**src/rtl/mastermind_scoreboard.sv**
```systemverilog
// Mastermind scoreboard: per-game result history, guess counting, win/lose FSM and best score.
// Optional MASTERMIND_FLASH_EN builds a divider that blinks `flash` in WIN/LOSE.
module mastermind_scoreboard #(
  parameter int MAX_GUESSES = 8,
  parameter int FLASH_DIV   = 25000000
) (
  input  logic       clk,
  input  logic       resetn,
  input  logic       new_game,
  input  logic       result_valid,
  input  logic [2:0] red,
  input  logic [2:0] white,
  output logic       result_ready,
  output logic [3:0] guess_count,
  output logic       win,
  output logic       lose,
  output logic       err,
  output logic [3:0] best_score,
  input  logic [2:0] hist_sel,
  output logic [2:0] hist_red,
  output logic [2:0] hist_white,
  output logic       flash
);

  typedef enum logic [1:0] {PLAYING = 2'd0, WIN = 2'd1, LOSE = 2'd2} state_t;
  typedef struct packed {
    logic [2:0] red;
    logic [2:0] white;
  } entry_t;

  state_t       state, state_nxt;
  entry_t [7:0] hist;
  logic   [3:0] peg_sum;
  logic   [3:0] gc_inc;
  logic         malformed, accept, good;

  assign peg_sum   = {1'b0, red} + {1'b0, white};
  assign malformed = (red > 3'd4) || (peg_sum > 4'd4);
  // new_game has priority: a coincident result is dropped
  assign accept    = result_valid && (state == PLAYING) && !new_game;
  assign good      = accept && !malformed;
  assign gc_inc    = guess_count + 4'd1;

  always_ff @(posedge clk or negedge resetn) begin
    if (!resetn) state <= PLAYING;
    else         state <= state_nxt;
  end

  always_comb begin
    state_nxt = state;
    if (new_game)
      state_nxt = PLAYING;
    else if (good) begin
      if (red == 3'd4)                       state_nxt = WIN;
      else if (gc_inc == 4'(MAX_GUESSES))    state_nxt = LOSE;
    end
  end

  always_comb begin
    result_ready = (state == PLAYING);
    win          = (state == WIN);
    lose         = (state == LOSE);
  end

  // guess_count stays below MAX_GUESSES (<= 8) while PLAYING, so [2:0] indexes safely
  always_ff @(posedge clk or negedge resetn) begin
    if (!resetn) begin
      guess_count <= '0;
      hist        <= '0;
      err         <= 1'b0;
      best_score  <= '0;
    end else if (new_game) begin
      guess_count <= '0;
      hist        <= '0;
      err         <= 1'b0;
    end else if (accept) begin
      if (malformed)
        err <= 1'b1;
      else begin
        hist[guess_count[2:0]] <= '{red: red, white: white};
        guess_count            <= gc_inc;
        if (red == 3'd4 && (best_score == 4'd0 || gc_inc < best_score))
          best_score <= gc_inc;
      end
    end
  end

  always_ff @(posedge clk or negedge resetn) begin
    if (!resetn)
      {hist_red, hist_white} <= '0;
    else if ({1'b0, hist_sel} < guess_count)
      {hist_red, hist_white} <= hist[hist_sel];
    else
      {hist_red, hist_white} <= '0;
  end

`ifdef MASTERMIND_FLASH_EN
  logic [24:0] div_cnt;
  logic        flash_q;

  // Entry into WIN/LOSE starts a fresh high half-period
  always_ff @(posedge clk or negedge resetn) begin
    if (!resetn) begin
      div_cnt <= '0;
      flash_q <= 1'b0;
    end else if (state_nxt == PLAYING) begin
      div_cnt <= '0;
      flash_q <= 1'b0;
    end else if (state == PLAYING) begin
      div_cnt <= '0;
      flash_q <= 1'b1;
    end else if (div_cnt == 25'(FLASH_DIV - 1)) begin
      div_cnt <= '0;
      flash_q <= ~flash_q;
    end else
      div_cnt <= div_cnt + 25'd1;
  end

  assign flash = flash_q;
`else
  assign flash = win | lose;
`endif

endmodule

```
**config.mk**
```make
export PLATFORM = sky130hd
export DESIGN_NAME = mastermind_scoreboard
export DESIGN_NICKNAME = d
export VERILOG_FILES = /design/src/rtl/mastermind_scoreboard.sv
export SDC_FILE = /design/constraint.sdc
export NUM_CORES = 1
export LEC_CHECK = 0
export ABC_AREA = 0
export CAP_MARGIN = 10
export CORE_AREA = 2 2 114 116
export DETAILED_ROUTE_END_ITERATION = 7
export DIE_AREA = 0 0 116 118
export HOLD_SLACK_MARGIN = 0.12
export SLEW_MARGIN = 30
export SYNTH_ARGS = -nofsm -noshare
export SYNTH_HDL_FRONTEND = slang
export SYNTH_SLANG_ARGS = --single-unit
```
**constraint.sdc**
```tcl
create_clock -name clk -period 2.4 [get_ports clk]
set_input_delay 0.36 -clock clk [delete_from_list [all_inputs] [get_ports clk]]
set_output_delay 0.36 -clock clk [all_outputs]
set_load 0.005 [all_outputs]
```
# ---- Word-level counts from Yosys, hierarchy flattened
# Cells that the tools add are included.
dict set report word_totals {
  word_cells 78
  rom_bits 0
  ramBits 0
  n_memories 0
  latchBits 0
  in_bits 13
  output_inout_bits 19
  reg_bits 65
}
dict set report classes {
  n_eq_ne 5
  mul 0
  shifts 0
  addsub 2
  bitwise_logic 3
  n_mux 20
  div 0
  order_cmp 7
  reduce_logical 19
}
# op n
set op_table {}
lappend op_table {{2-to-1 mux 48 bit} 3}
lappend op_table {{bitwise mux 48 bit} 1}
lappend op_table {{binary-select mux 6 bit (select 3 bit)} 1}
lappend op_table {{demux 6 bit (select 3 bit)} 1}
lappend op_table {{2-to-1 mux 4 bit} 3}
lappend op_table {{2-to-1 mux 6 bit} 2}
lappend op_table {{< comparator 3 x 4 -> 1 bit, second input constant} 2}
lappend op_table {{2-to-1 mux 2 bit} 4}
lappend op_table {{2-to-1 mux 3 bit} 2}
lappend op_table {{AND reduction 2 bit} 3}
lappend op_table {{nonzero test 2 bit} 3}
lappend op_table {{logical AND 1 bit} 5}
lappend op_table {{adder 3 x 3 -> 4 bit} 1}
lappend op_table {{adder 4 x 1 -> 4 bit, second input constant} 1}
lappend op_table {{equality test 4 bit, second input constant} 1}
lappend op_table {{> comparator 4 x 3 -> 1 bit, second input constant} 1}
lappend op_table {{logical NOT 4 bit} 1}
lappend op_table {{< comparator 3 x 4 -> 1 bit} 1}
lappend op_table {{< comparator 4 bit} 1}
lappend op_table {{AND reduction 4 bit} 1}
lappend op_table {{equality test 3 bit, second input constant} 1}
lappend op_table {{>= comparator 3 x 1 -> 1 bit, second input constant} 1}
lappend op_table {{> comparator 3 bit, second input constant} 1}
lappend op_table {{2-to-1 mux 1 bit} 3}
lappend op_table {{9 further kinds} 12}

# ---- Depth between registers and ports, before layout
# Gate-level depths: netlist of run 1.
dict set report depth {
  word_depth 8
  ltp_mapped 8
  ltp_nobuf 7
}

# ---- Worst setup path after synthesis of run 1
# No wires, ideal clock.
dict set report synth_timing {
  path_kind {input to register}
  startpoint {input red[0]}
  endpoint {register state[0]}
  setup_time_ps 120
  required_ps 2280
  setup_slack_ps 85
  arrival_ps 2195
  n_path_buf 1
  cell_stages 7
  path_cell_list {ha_1 > fa_1 > xnor2_4 > o211ai_2 > buf_6 > or4_4 > a31o_1}
}
dict set report synth_between {
  elab_chain_len 7
  elab_cells_between_ends 13
  cone_classes {add/sub (1); order compare (2); eq/ne (1); mux (3); reduce/logical (6)}
}
# item line
set synth_rtl {}
lappend synth_rtl {{start, declared} 11} ;# input logic [2:0] red,
lappend synth_rtl {{adder 3 x 3 -> 4 bit} 37} ;# assign peg_sum = {1'b0, red} + {1'b0, white};
lappend synth_rtl {{> comparator 4 x 3 -> 1 bit} 38} ;# assign malformed = (red > 3'd4) || (peg_sum > 4'd4);
lappend synth_rtl {{logical OR 1 bit} 38}
lappend synth_rtl {{logical NOT 1 bit} 41} ;# assign good = accept && !malformed;
lappend synth_rtl {{logical AND 1 bit} 41}
lappend synth_rtl {{nonzero test 2 bit (no line)} n/a}
lappend synth_rtl {{AND reduction 2 bit (no line)} n/a}
lappend synth_rtl {{end signal, assigned} 46} ;# else state <= state_nxt;
lappend synth_rtl {{end, declared} 31} ;# state_t state, state_nxt;
# Parallel ways exist; a longest one is shown, timed or not. The select of a mux whose other input is x is not followed.
# A chain may end at the register's enable or synchronous reset.

# ---- Worst setup path in the final report of run 1
dict set report layout_timing {
  startpoint {input red[0]}
  endpoint {register best_score[2]}
}
dict set report layout_between {
  elab_chain_len 5
  elab_cells_between_ends 8
  cone_classes {add/sub (1); order compare (2); eq/ne (1); bitwise (1); reduce/logical (3)}
}
# item line
set layout_rtl {}
lappend layout_rtl {{adder 3 x 3 -> 4 bit} 37}
lappend layout_rtl {{> comparator 4 x 3 -> 1 bit} 38}
lappend layout_rtl {{logical OR 1 bit} 38}
lappend layout_rtl {{inverter 1 bit (no line)} n/a}
lappend layout_rtl {{AND reduction 4 bit (no line) *} n/a}
lappend layout_rtl {{end signal, assigned} 83} ;# best_score <= gc_inc;
lappend layout_rtl {{end, declared} 18} ;# output logic [3:0] best_score,
# Mark *: on every way between the ends. The rest lies on a longest branch, timed or not.

==> run summary, run 1 <==
simple-gate share of the synthesized area - 0.1078
drt total wl - 9828 um
share of layout cells above drive strength 1 - 0.1957
crit path from - red[0]
R2R setup slack - 0.14 ns
antenna cells - 0
routed metal-1 wirelength - 4389 um
Yosys cell types - 46
final worst-path cycle share - 0.9694
Compound-Gate Fraction of Synth Area - 0.2260
Synth top area share - 0.4451
Hold Slack - 0.5009 ns
largest family of logic cells by synthesized area - compound AO/OA/AOI/OAI gates
Setup TNS - 0 ns
adder-cell share of the synthesized area - 0.04656
CP Data Arrival Time - 2.54 ns
Port Buffers - 31
Max Cap Violations - 0
startpoint type of the worst setup path - input pin
Layout area overhead - 28.62%
core area - 12410 um2
First-pass DRT Iterations - 4
HP Start - err$_DFFE_PN0P_
setup violators final - 0
met3 routed WL - 495 um
TritonCTS clock tree - yes
post-synthesis mux area share - 0.1024
critical path data required time - 2.61 ns
Reg2Reg Launch Point - guess_count[0]$_DFFE_PN0P_
Tmin final - 2.327 ns
Num CTS Buffers - 9
mapped cell area - 3655 um2
maximum vdd ir drop - 0.0002659 V
synthesized flop and latch total - 65
sequential area share after synthesis - 0.4451
Leakage - 0.001872 uW
hpwl dp - 6650 um
Die Span X - 116 um
num rows - 41
DR top layer - met4
largest net degree at the start of global routing - 66
Placer Congestion - 0.7997
Starting Density - 0.2944
Post-Layout Cell Count - 591
clk_lat worst skew - 0.32 ns
Setup Skew - 0.005853 ns
leading area contributor after synthesis - dfrtp_1
Rel. slew slack - 0.5737
Die Ht - 118 um
I/O Pins - 32
crit-path max FO - 4
Initial DRC Count - 197
CP Capture Type - register
clk root buf - clkbuf_16
commonest non-fill, non-tap cell in the layout - dfrtp_1
async set-reset flop share out of synthesis - 1.000
status - complete, no violations
die area - 13690 um2
vias in the first global route - 3115
first-pass GRT wire length - 16190 um
H-tree levels - 3
max-slew violations - 0
CTS sink count - 65
Post-Synthesis Cells - 367
Mean Syn Cell Area - 9.958 um2
xor and xnor area share after synthesis - 0.01472
post-route ant nets - 0
GRT Total Usage - 0.1506
Hold Crit Class - reg -> reg
Primary FF master, synth - dfrtp_1
top cells by area, synth - dfrtp_1 (45%), a21oi_1 (8.2%), mux4_2 (7.4%), o21ai_0 (7.3%), nand3_1 (7.0%)
global route overflow - 0
Worst Tran Pin Value - 0.6367 ns
EDFF count, synth - 0
Syn Nets - 393
routed len/inst - 16.63 um
maximum clock path buffer count - 2
most frequent cells in the layout - dfrtp_1 (65), a21oi_1 (59), o21ai_0 (52), nand3_1 (51), buf_4 (33)
routed wl met2 - 4765 um
number of vias per cell - 5.340
Crit Path Category - in -> reg
Fin. Hold Viols - 0
Clock transition at path regs - 0.06 ns
Tot Pwr - 2876 uW
placed insts - 573
total number of vias - 3156
Peak Freq - 0.4298 GHz
Layout Nets - 440
Pwr per Cell Area - 611.8 nW/um2
initial antenna violation count - 0
DRC viols - 0
synth warn - 0
==> sequential cells by signal (all words and copies together), names as in the netlist <==
register	count
hist_white	3
state	2
hist	48
err	1
best_score	4
hist_red	3
guess_count	4
==> repair_timing <==
| item | in CTS | in global routing |
|---|---|---|
| endpoints found under the hold margin | 65 | 0 |
| setup buffers | 0 | 1 |
| pin swaps | 1 | 2 |
| hold buffers | 1 | 0 |
| setup endpoints to repair | 3 | 37 |
| resized for setup | 1 | 10 |
==> worst paths after layout <==
path | end | cells past startpoint
setup / recovery | best_score[2]$_DFFE_PN0P_ | 9
hold / removal | err$_DFFE_PN0P_ | 1
setup reg to reg | best_score[2]$_DFFE_PN0P_ | 8
hold reg to reg | err$_DFFE_PN0P_ | 1
max in group asynchronous | hist[3]$_DFFE_PN0P_ | 3
min in group asynchronous | best_score[0]$_DFFE_PN0P_ | 3
==> metrics by stage <==
| step | cell area [um2] | setup slack, ns | util |
|---|---|---|---|
| floorplan | 3655 | 0.08539 | - |
| global placement | 4338 | -0.3745 | 0.3494 |
| detailed placement | 4338 | -0.4010 | 0.3494 |
| CTS | 4664 | 0.03155 | 0.3757 |
| global route | 4701 | -0.02068 | 0.3787 |
| finish | 4701 | 0.07348 | 0.3787 |
==> power by group <==
part           leakage, uW  switching, uW  total [uW]  internal (uW)
Clock             0.000157            486        1350            867
Combinational     0.000815            245         406            161
Sequential        0.000900           8.68        1120           1110
==> cell usage after synthesis, types with 2 or more instances <==
library cell  instances
or4_1                 2
clkbuf_1             20
nor2_1                6
dfrtp_1              65
nand2_1               4
o21ai_0              53
a21oi_1              60
ha_1                 12
nand4_1               2
a211o_1               6
a211oi_1              8
o31ai_1               2
buf_2                 5
mux2i_1               7
mux2_2                3
buf_4                 2
nand3_1              51
mux4_2               12
buf_6                 3
nand4b_1              2
clkinv_1              2
inv_1                10
a21o_1                3
xnor2_1               2
o211ai_1              2
buf_1                 3
==> layout make-up <==
type | instances | area, um2
Tap cell | 172 | 215.2
Clock buffer | 11 | 252.7
Clock inverter | 5 | 61.31
Sequential cell | 65 | 1627
Fill cell | 1231 | 7714
Inverter | 12 | 45.04
Timing Repair Buffer | 70 | 656.9
Multi-Input combinational cell | 256 | 1843
==> per-layer routing <==
| metal | global-route usage | vias to the layer above |
|---|---|---|
| li1 | - | 1468 |
| met1 | 0.1973 | 1584 |
| met2 | 0.2423 | 92 |
| met3 | 0.03399 | 12 |
| met4 | 0.05506 | 0 |
| met5 | 0 | - |
==> cell families after synthesis <==
| family | Yosys count |
|---|---|
| AO/OA/AOI/OAI | 144 |
| XOR/XNOR | 4 |
| adder cells (fa/ha/maj) | 13 |
| buffers and inverters | 46 |
| flip-flops | 65 |
| multiplexers | 22 |
| AND/OR/NAND/NOR | 73 |
==> critical path, cell delays in order <==
cell	delay (ns)
clkdlybuf4s50_1	0.48
ha_2	0.19
fa_2	0.45
nor2_4	0.13
buf_4	0.12
o21ai_1	0.10
a211oi_2	0.21
buf_4	0.16
mux2_2	0.32
No activity file was read; power rests on OpenSTA's default activity.
==> inputs of run 2 (changes only) <==
CORE_AREA = 2 2 124 126   (was 2 2 114 116)
DIE_AREA = 0 0 126 128   (was 0 0 116 118)
==> run 2 against run 1 <==
Net effect: critical path depth fell by 2; flip-flop and latch count did not move; combinational power fell by 4%; sequential power hardly changed; register-to-register slack better by 0.10 ns; highest routed layer unchanged.
==> run summary, run 2 (same netlist as run 1, synthesis figures left out) <==
crit-path max FO - 4 (unchanged)
Setup Skew - 0.009847 ns (was 0.005853 ns)
vias in the first global route - 3139 (was 3115)
I/O Pins - 32 (unchanged)
core area - 14860 um2 (was 12410 um2)
critical path data required time - 2.62 ns (was 2.61 ns)
Layout area overhead - 28.62% (unchanged)
Placer Congestion - 0.7967 (was 0.7997)
Reg area - 1627 um2 (unchanged)
R2R Path End - best_score[3]$_DFFE_PN0P_ (was best_score[2]$_DFFE_PN0P_)
postcts setup bufs - 0 (unchanged)
total number of vias - 3051 (was 3156)
max reg flops - 48 (unchanged)
GRT Total Usage - 0.1285 (was 0.1506)
hold endpoint - err$_DFFE_PN0P_ (unchanged)
drt total wl - 9794 um (was 9828 um)
share of layout cells above drive strength 1 - 0.1881 (was 0.1957)
Tot Pwr - 2860 uW (was 2876 uW)
CTS sink count - 65 (unchanged)
num rows - 45 (was 41)
number of vias per cell - 5.018 (was 5.340)
Leakage - 0.001865 uW (was 0.001872 uW)
maximum vdd ir drop - 0.0003326 V (was 0.0002659 V)
hpwl dp - 6981 um (was 6650 um)
Starting Density - 0.2459 (was 0.2944)
Crit Path Category - in -> reg (unchanged)
Layout Nets - 441 (was 440)
Setup TNS - 0 ns (unchanged)
DRC viols - 0 (unchanged)
Port Buffers - 31 (unchanged)
max-slew violations - 0 (unchanged)
Peak Freq - 0.4347 GHz (was 0.4298 GHz)
initial antenna violation count - 0 (unchanged)
Max Cap Violations - 0 (unchanged)
Hold Path Stages - 1 (unchanged)
setup violators final - 0 (unchanged)
routed len/inst - 16.11 um (was 16.63 um)
die area - 16130 um2 (was 13690 um2)
area occupied by multi-input gates - 1834 um2 (was 1843 um2)
post-route ant nets - 0 (unchanged)
H-tree levels - 3 (unchanged)
Initial DRC Count - 156 (was 197)
fillers - 1539 (was 1231)
Hold Crit Class - reg -> reg (unchanged)
Pwr per Cell Area - 608.4 nW/um2 (was 611.8 nW/um2)
Num CTS Buffers - 9 (unchanged)
TritonCTS clock tree - yes (unchanged)
Die Ht - 128 um (was 118 um)
most frequent cells in the layout - dfrtp_1 (65), a21oi_1 (59), o21ai_0 (52), nand3_1 (51), buf_4 (35) (was dfrtp_1 (65), a21oi_1 (59), o21ai_0 (52), nand3_1 (51), buf_4 (33))
Worst Reg-to-Reg Cells - 7 (was 8)
RSZ-0062 raised after global routing - no
commonest non-fill, non-tap cell in the layout - dfrtp_1 (unchanged)
Worst Tran Pin Value - 0.6968 ns (was 0.6367 ns)
Tmin final - 2.300 ns (was 2.327 ns)
biggest regs - hist (48), best_score (4), guess_count (4) (unchanged)
maximum clock path buffer count - 2 (unchanged)
R2R setup slack - 0.24 ns (was 0.14 ns)
Biggest register - hist (unchanged)
first-pass GRT wire length - 16460 um (was 16190 um)
Reg2Reg Launch Point - guess_count[1]$_DFFE_PN0P_ (was guess_count[0]$_DFFE_PN0P_)
largest net degree at the start of global routing - 52 (was 66)
antenna cells - 0 (unchanged)
First-pass DRT Iterations - 5 (was 4)
Rel. slew slack - 0.5355 (was 0.5737)
CP Data Arrival Time - 2.52 ns (was 2.54 ns)
clk_lat worst skew - 0.34 ns (was 0.32 ns)
HP Start - err$_DFFE_PN0P_ (unchanged)
Die Span X - 126 um (was 116 um)
Clock transition at path regs - 0.05 ns (was 0.06 ns)
status - complete, no violations (unchanged)
Fin. Hold Viols - 0 (unchanged)
clk root buf - clkbuf_16 (unchanged)
CP Capture Type - register (unchanged)
startpoint type of the worst setup path - input pin (unchanged)
global route overflow - 0 (unchanged)
final worst-path cycle share - 0.9585 (was 0.9694)
==> run 2: per-stage QoR <==
| stage | hold slack (ns) | std cells | setup WS, ns | instance area, um2 | utilization |
|---|---|---|---|---|---|
| 5_1_grt | 0.5303 | 608 | 0.01893 | 4701 | 0.3162 |
| 4_1_cts | 0.5229 | 608 | 0.01742 | 4688 | 0.3154 |
| 3_3_place_gp | 0.4243 | 591 | -0.3753 | 4360 | 0.2934 |
| 2_1_floorplan | 0.06441 | 367 | 0.08539 | 3655 | - |
| 3_5_place_dp | 0.4384 | 591 | -0.3989 | 4360 | 0.2934 |
| 6_report | 0.5081 | 608 | 0.09964 | 4701 | 0.3162 |
==> run 2: worst max-delay path by stage <==
stage	start	to	slack, ns
5_1_grt	white[1]	hist[46]$_DFFE_PN0P_	0.02
3_5_place_dp	white[0]	best_score[3]$_DFFE_PN0P_	-0.40
6_report	red[0]	state[0]$_DFFE_PN0P_	0.1
4_1_cts	white[0]	hist[25]$_DFFE_PN0P_	0.02
2_1_floorplan	red[0]	state[0]$_DFFE_PN0P_	0.09
3_3_place_gp	white[0]	best_score[1]$_DFFE_PN0P_	-0.38
==> run 2: power breakdown <==
group          internal (uW)  total, uW  switching [uW]  leakage [uW]
Clock                    861       1360             494      0.000149
Combinational            151        390             239      0.000816
Sequential              1110       1120            7.22      0.000900
==> run 2: critical path, stage by stage <==
cell and delay, ns:
clkdlybuf4s50_1 0.48, ha_2 0.19, fa_2 0.45, nor2_4 0.13, o211ai_2 0.13, or4_4 0.53
a31o_1 0.23
==> run 2: cell type report <==
| type | instances | share of cell area |
|---|---|---|
| repair buffers | 71 | 0.1387 |
| multi-input cells | 256 | 0.3902 |
| clock buffers | 12 | 0.05456 |
| clock inverters | 4 | 0.01091 |
| flip-flops and latches | 65 | 0.3460 |
| inverters | 12 | 0.009582 |
| well taps | 188 | 0.05004 |
==> run 2: metal layers <==
layer	global-route usage	vias to the layer above	share of wire
li1	-	1471	-
met1	0.1663	1478	0.46
met2	0.2056	86	0.47
met3	0.02713	16	0.049
met4	0.06206	0	0.021
met5	0	-	0
==> run 2: what timing repair did <==
item	CTS	global route
pin swaps	0	2
setup endpoints to repair	10	55
hold endpoints to repair	26	0
cloned	0	0
hold buffers	1	0
gates resized for setup	3	5
==> inputs of run 3 (changes only) <==
CORE_AREA = 2 2 134 110   (was 2 2 124 126)
DIE_AREA = 0 0 136 112   (was 0 0 126 128)
==> run 3 against run 2 <==
Net effect: clock power is 11% lower; total power is 4.6% lower; maximum frequency is 0.19% lower; flip-flop and latch count stayed put; register-to-register slack better by 0.02 ns; clock-buffer cell count is 3 lower; critical endpoint is now guess_count[2]$_DFFE_PN0P_; largest cell class unchanged.
==> run summary, run 3 (same netlist as run 1, synthesis figures left out) <==
fillers - 1422 (was 1539)
startpoint type of the worst setup path - input pin (unchanged)
pre-CTS setup slack - -0.3745 ns (was -0.3989 ns)
Peak Freq - 0.4339 GHz (was 0.4347 GHz)
Placer Congestion - 0.7818 (was 0.7967)
first-pass GRT wire length - 17040 um (was 16460 um)
antenna cells - 0 (unchanged)
R2R Path End - best_score[2]$_DFFE_PN0P_ (was best_score[3]$_DFFE_PN0P_)
crit-path max FO - 6 (was 4)
Leakage - 0.001840 uW (was 0.001865 uW)
largest net degree at the start of global routing - 52 (unchanged)
Hold Crit Class - in -> async (was reg -> reg)
Fin. Hold Viols - 0 (unchanged)
max-slew violations - 0 (unchanged)
placed cell areas - 4355 um2 (was 4360 um2)
post-route ant nets - 0 (unchanged)
hpwl dp - 7032 um (was 6981 um)
Biggest register - hist (unchanged)
Pwr per Cell Area - 584.6 nW/um2 (was 608.4 nW/um2)
drt total wl - 10330 um (was 9794 um)
max reg flops - 48 (unchanged)
Tmin final - 2.305 ns (was 2.300 ns)
Num CTS Buffers - 9 (unchanged)
Starting Density - 0.2619 (was 0.2459)
Initial DRC Count - 315 (was 156)
TritonCTS clock tree - yes (unchanged)
CTS sink count - 65 (unchanged)
commonest non-fill, non-tap cell in the layout - dfrtp_1 (unchanged)
slowest CP cell - clkdlybuf4s50_1 (was or4_4)
placed insts - 587 (was 591)
Max Cap Violations - 0 (unchanged)
Clock transition at path regs - 0.06 ns (was 0.05 ns)
vias in the first global route - 3248 (was 3139)
Reg2Reg Launch Point - guess_count[0]$_DFFE_PN0P_ (was guess_count[1]$_DFFE_PN0P_)
core area - 13960 um2 (was 14860 um2)
most frequent cells in the layout - dfrtp_1 (65), a21oi_1 (59), o21ai_0 (52), nand3_1 (51), buf_4 (36) (was dfrtp_1 (65), a21oi_1 (59), o21ai_0 (52), nand3_1 (51), buf_4 (35))
GRT Total Usage - 0.1430 (was 0.1285)
clk root buf - clkbuf_16 (unchanged)
setup ws final - 0.09529 ns (was 0.09964 ns)
maximum vdd ir drop - 0.0003488 V (was 0.0003326 V)
H-tree levels - 3 (unchanged)
area occupied by multi-input gates - 1841 um2 (was 1834 um2)
design area - 4668 um2 (was 4701 um2)
CP endpoint - guess_count[2]$_DFFE_PN0P_ (was state[0]$_DFFE_PN0P_)
Port Buffers - 31 (unchanged)
maximum clock path buffer count - 2 (unchanged)
die area - 15230 um2 (was 16130 um2)
total number of vias - 3162 (was 3051)
setup violators final - 0 (unchanged)
num rows - 39 (was 45)
Tot Pwr - 2729 uW (was 2860 uW)
Setup Skew - 0.008051 ns (was 0.009847 ns)
CP max stage delay - 0.49 ns (was 0.53 ns)
Layout Nets - 441 (unchanged)
Post-Layout Cell Count - 604 (was 608)
critical path data required time - 2.66 ns (was 2.62 ns)
global route overflow - 0 (unchanged)
CP cell instances - clkdlybuf4s50_1 -> ha_2 -> fa_2 -> nor2_4 -> o211ai_2 -> buf_4 -> or4_1 -> a21oi_2 (was clkdlybuf4s50_1 -> ha_2 -> fa_2 -> nor2_4 -> o211ai_2 -> or4_4 -> a31o_1)
status - complete, no violations (unchanged)
Die Ht - 112 um (was 128 um)
biggest regs - hist (48), best_score (4), guess_count (4) (unchanged)
R2R setup slack - 0.26 ns (was 0.24 ns)
I/O Pins - 32 (unchanged)
Crit Path Category - in -> reg (unchanged)
First-pass DRT Iterations - 5 (unchanged)
Layout area overhead - 27.73% (was 28.62%)
final core occ - 0.3345 (was 0.3162)
Rel. slew slack - 0.5663 (was 0.5355)
crit path from - white[0] (was red[0])
RSZ-0062 raised after global routing - no (unchanged)
CP Data Arrival Time - 2.56 ns (was 2.52 ns)
number of vias per cell - 5.235 (was 5.018)
Die Span X - 136 um (was 126 um)
Worst Reg-to-Reg Cells - 8 (was 7)
CP Capture Type - register (unchanged)
Worst Tran Pin Value - 0.6477 ns (was 0.6968 ns)
final worst-path cycle share - 0.9603 (was 0.9585)
clk_lat worst skew - 0.33 ns (was 0.34 ns)
DRC viols - 0 (unchanged)
routed len/inst - 17.10 um (was 16.11 um)
Reg area - 1627 um2 (unchanged)
initial antenna violation count - 0 (unchanged)
share of layout cells above drive strength 1 - 0.1929 (was 0.1881)
## run 3: cell type report
| cell class | count | area share |
|---|---|---|
| Clock buffer | 9 | 0.04824 |
| Clock inverter | 7 | 0.01179 |
| Inverter | 12 | 0.009649 |
| Multi-Input combinational cell | 256 | 0.3943 |
| Sequential cell | 65 | 0.3484 |
| Tap cell | 184 | 0.04932 |
| Timing Repair Buffer | 71 | 0.1383 |
## run 3: through the flow
stage,setup TNS [ns],hold slack (ns)
floorplan,0,0.06441
global placement,-11.20,0.3082
detailed placement,-13.89,0.3040
CTS,0,0.4966
global route,0,0.5288
finish,0,0.4897
## run 3: worst max-delay path: cells and delay by family
kind	cells	cell delay, ns
buf+inv	2	0.66
fa+ha+maj	2	0.65
simple gates	2	0.62
compound gates	2	0.26
## run 3: report_power, final
part	total (uW)	internal, uW	switching [uW]
registers	1110	1110	6.83
logic	402	152	250
clock network	1210	706	506
total	2730	1970	763
## run 3: worst min-delay path by stage
| stage | to | slack (ns) | startpoint |
|---|---|---|---|
| floorplan | best_score[0]$_DFFE_PN0P_ | 0.06 | resetn |
| global placement | guess_count[1]$_DFFE_PN0P_ | 0.31 | resetn |
| detailed placement | best_score[1]$_DFFE_PN0P_ | 0.30 | resetn |
| CTS | err$_DFFE_PN0P_ | 0.50 | resetn |
| global route | err$_DFFE_PN0P_ | 0.53 | resetn |
| finish | err$_DFFE_PN0P_ | 0.49 | resetn |
## run 3: what timing repair did
action                                  in CTS  in global routing
hold endpoints to repair                    16                  0
resized for setup                            1                  6
hold buffers                                 1                  0
endpoints found under the setup margin       4                 21
pin swaps                                    0                  1
buffers inserted                             0                  0
## run 3: per-layer routing
metal	track usage	wire length (um)	up-vias
li1	-	-	1468
met1	0.1967	4687	1571
met2	0.2255	4805	115
met3	0.03825	771	8
met4	0.03264	63	0
met5	0	0	-
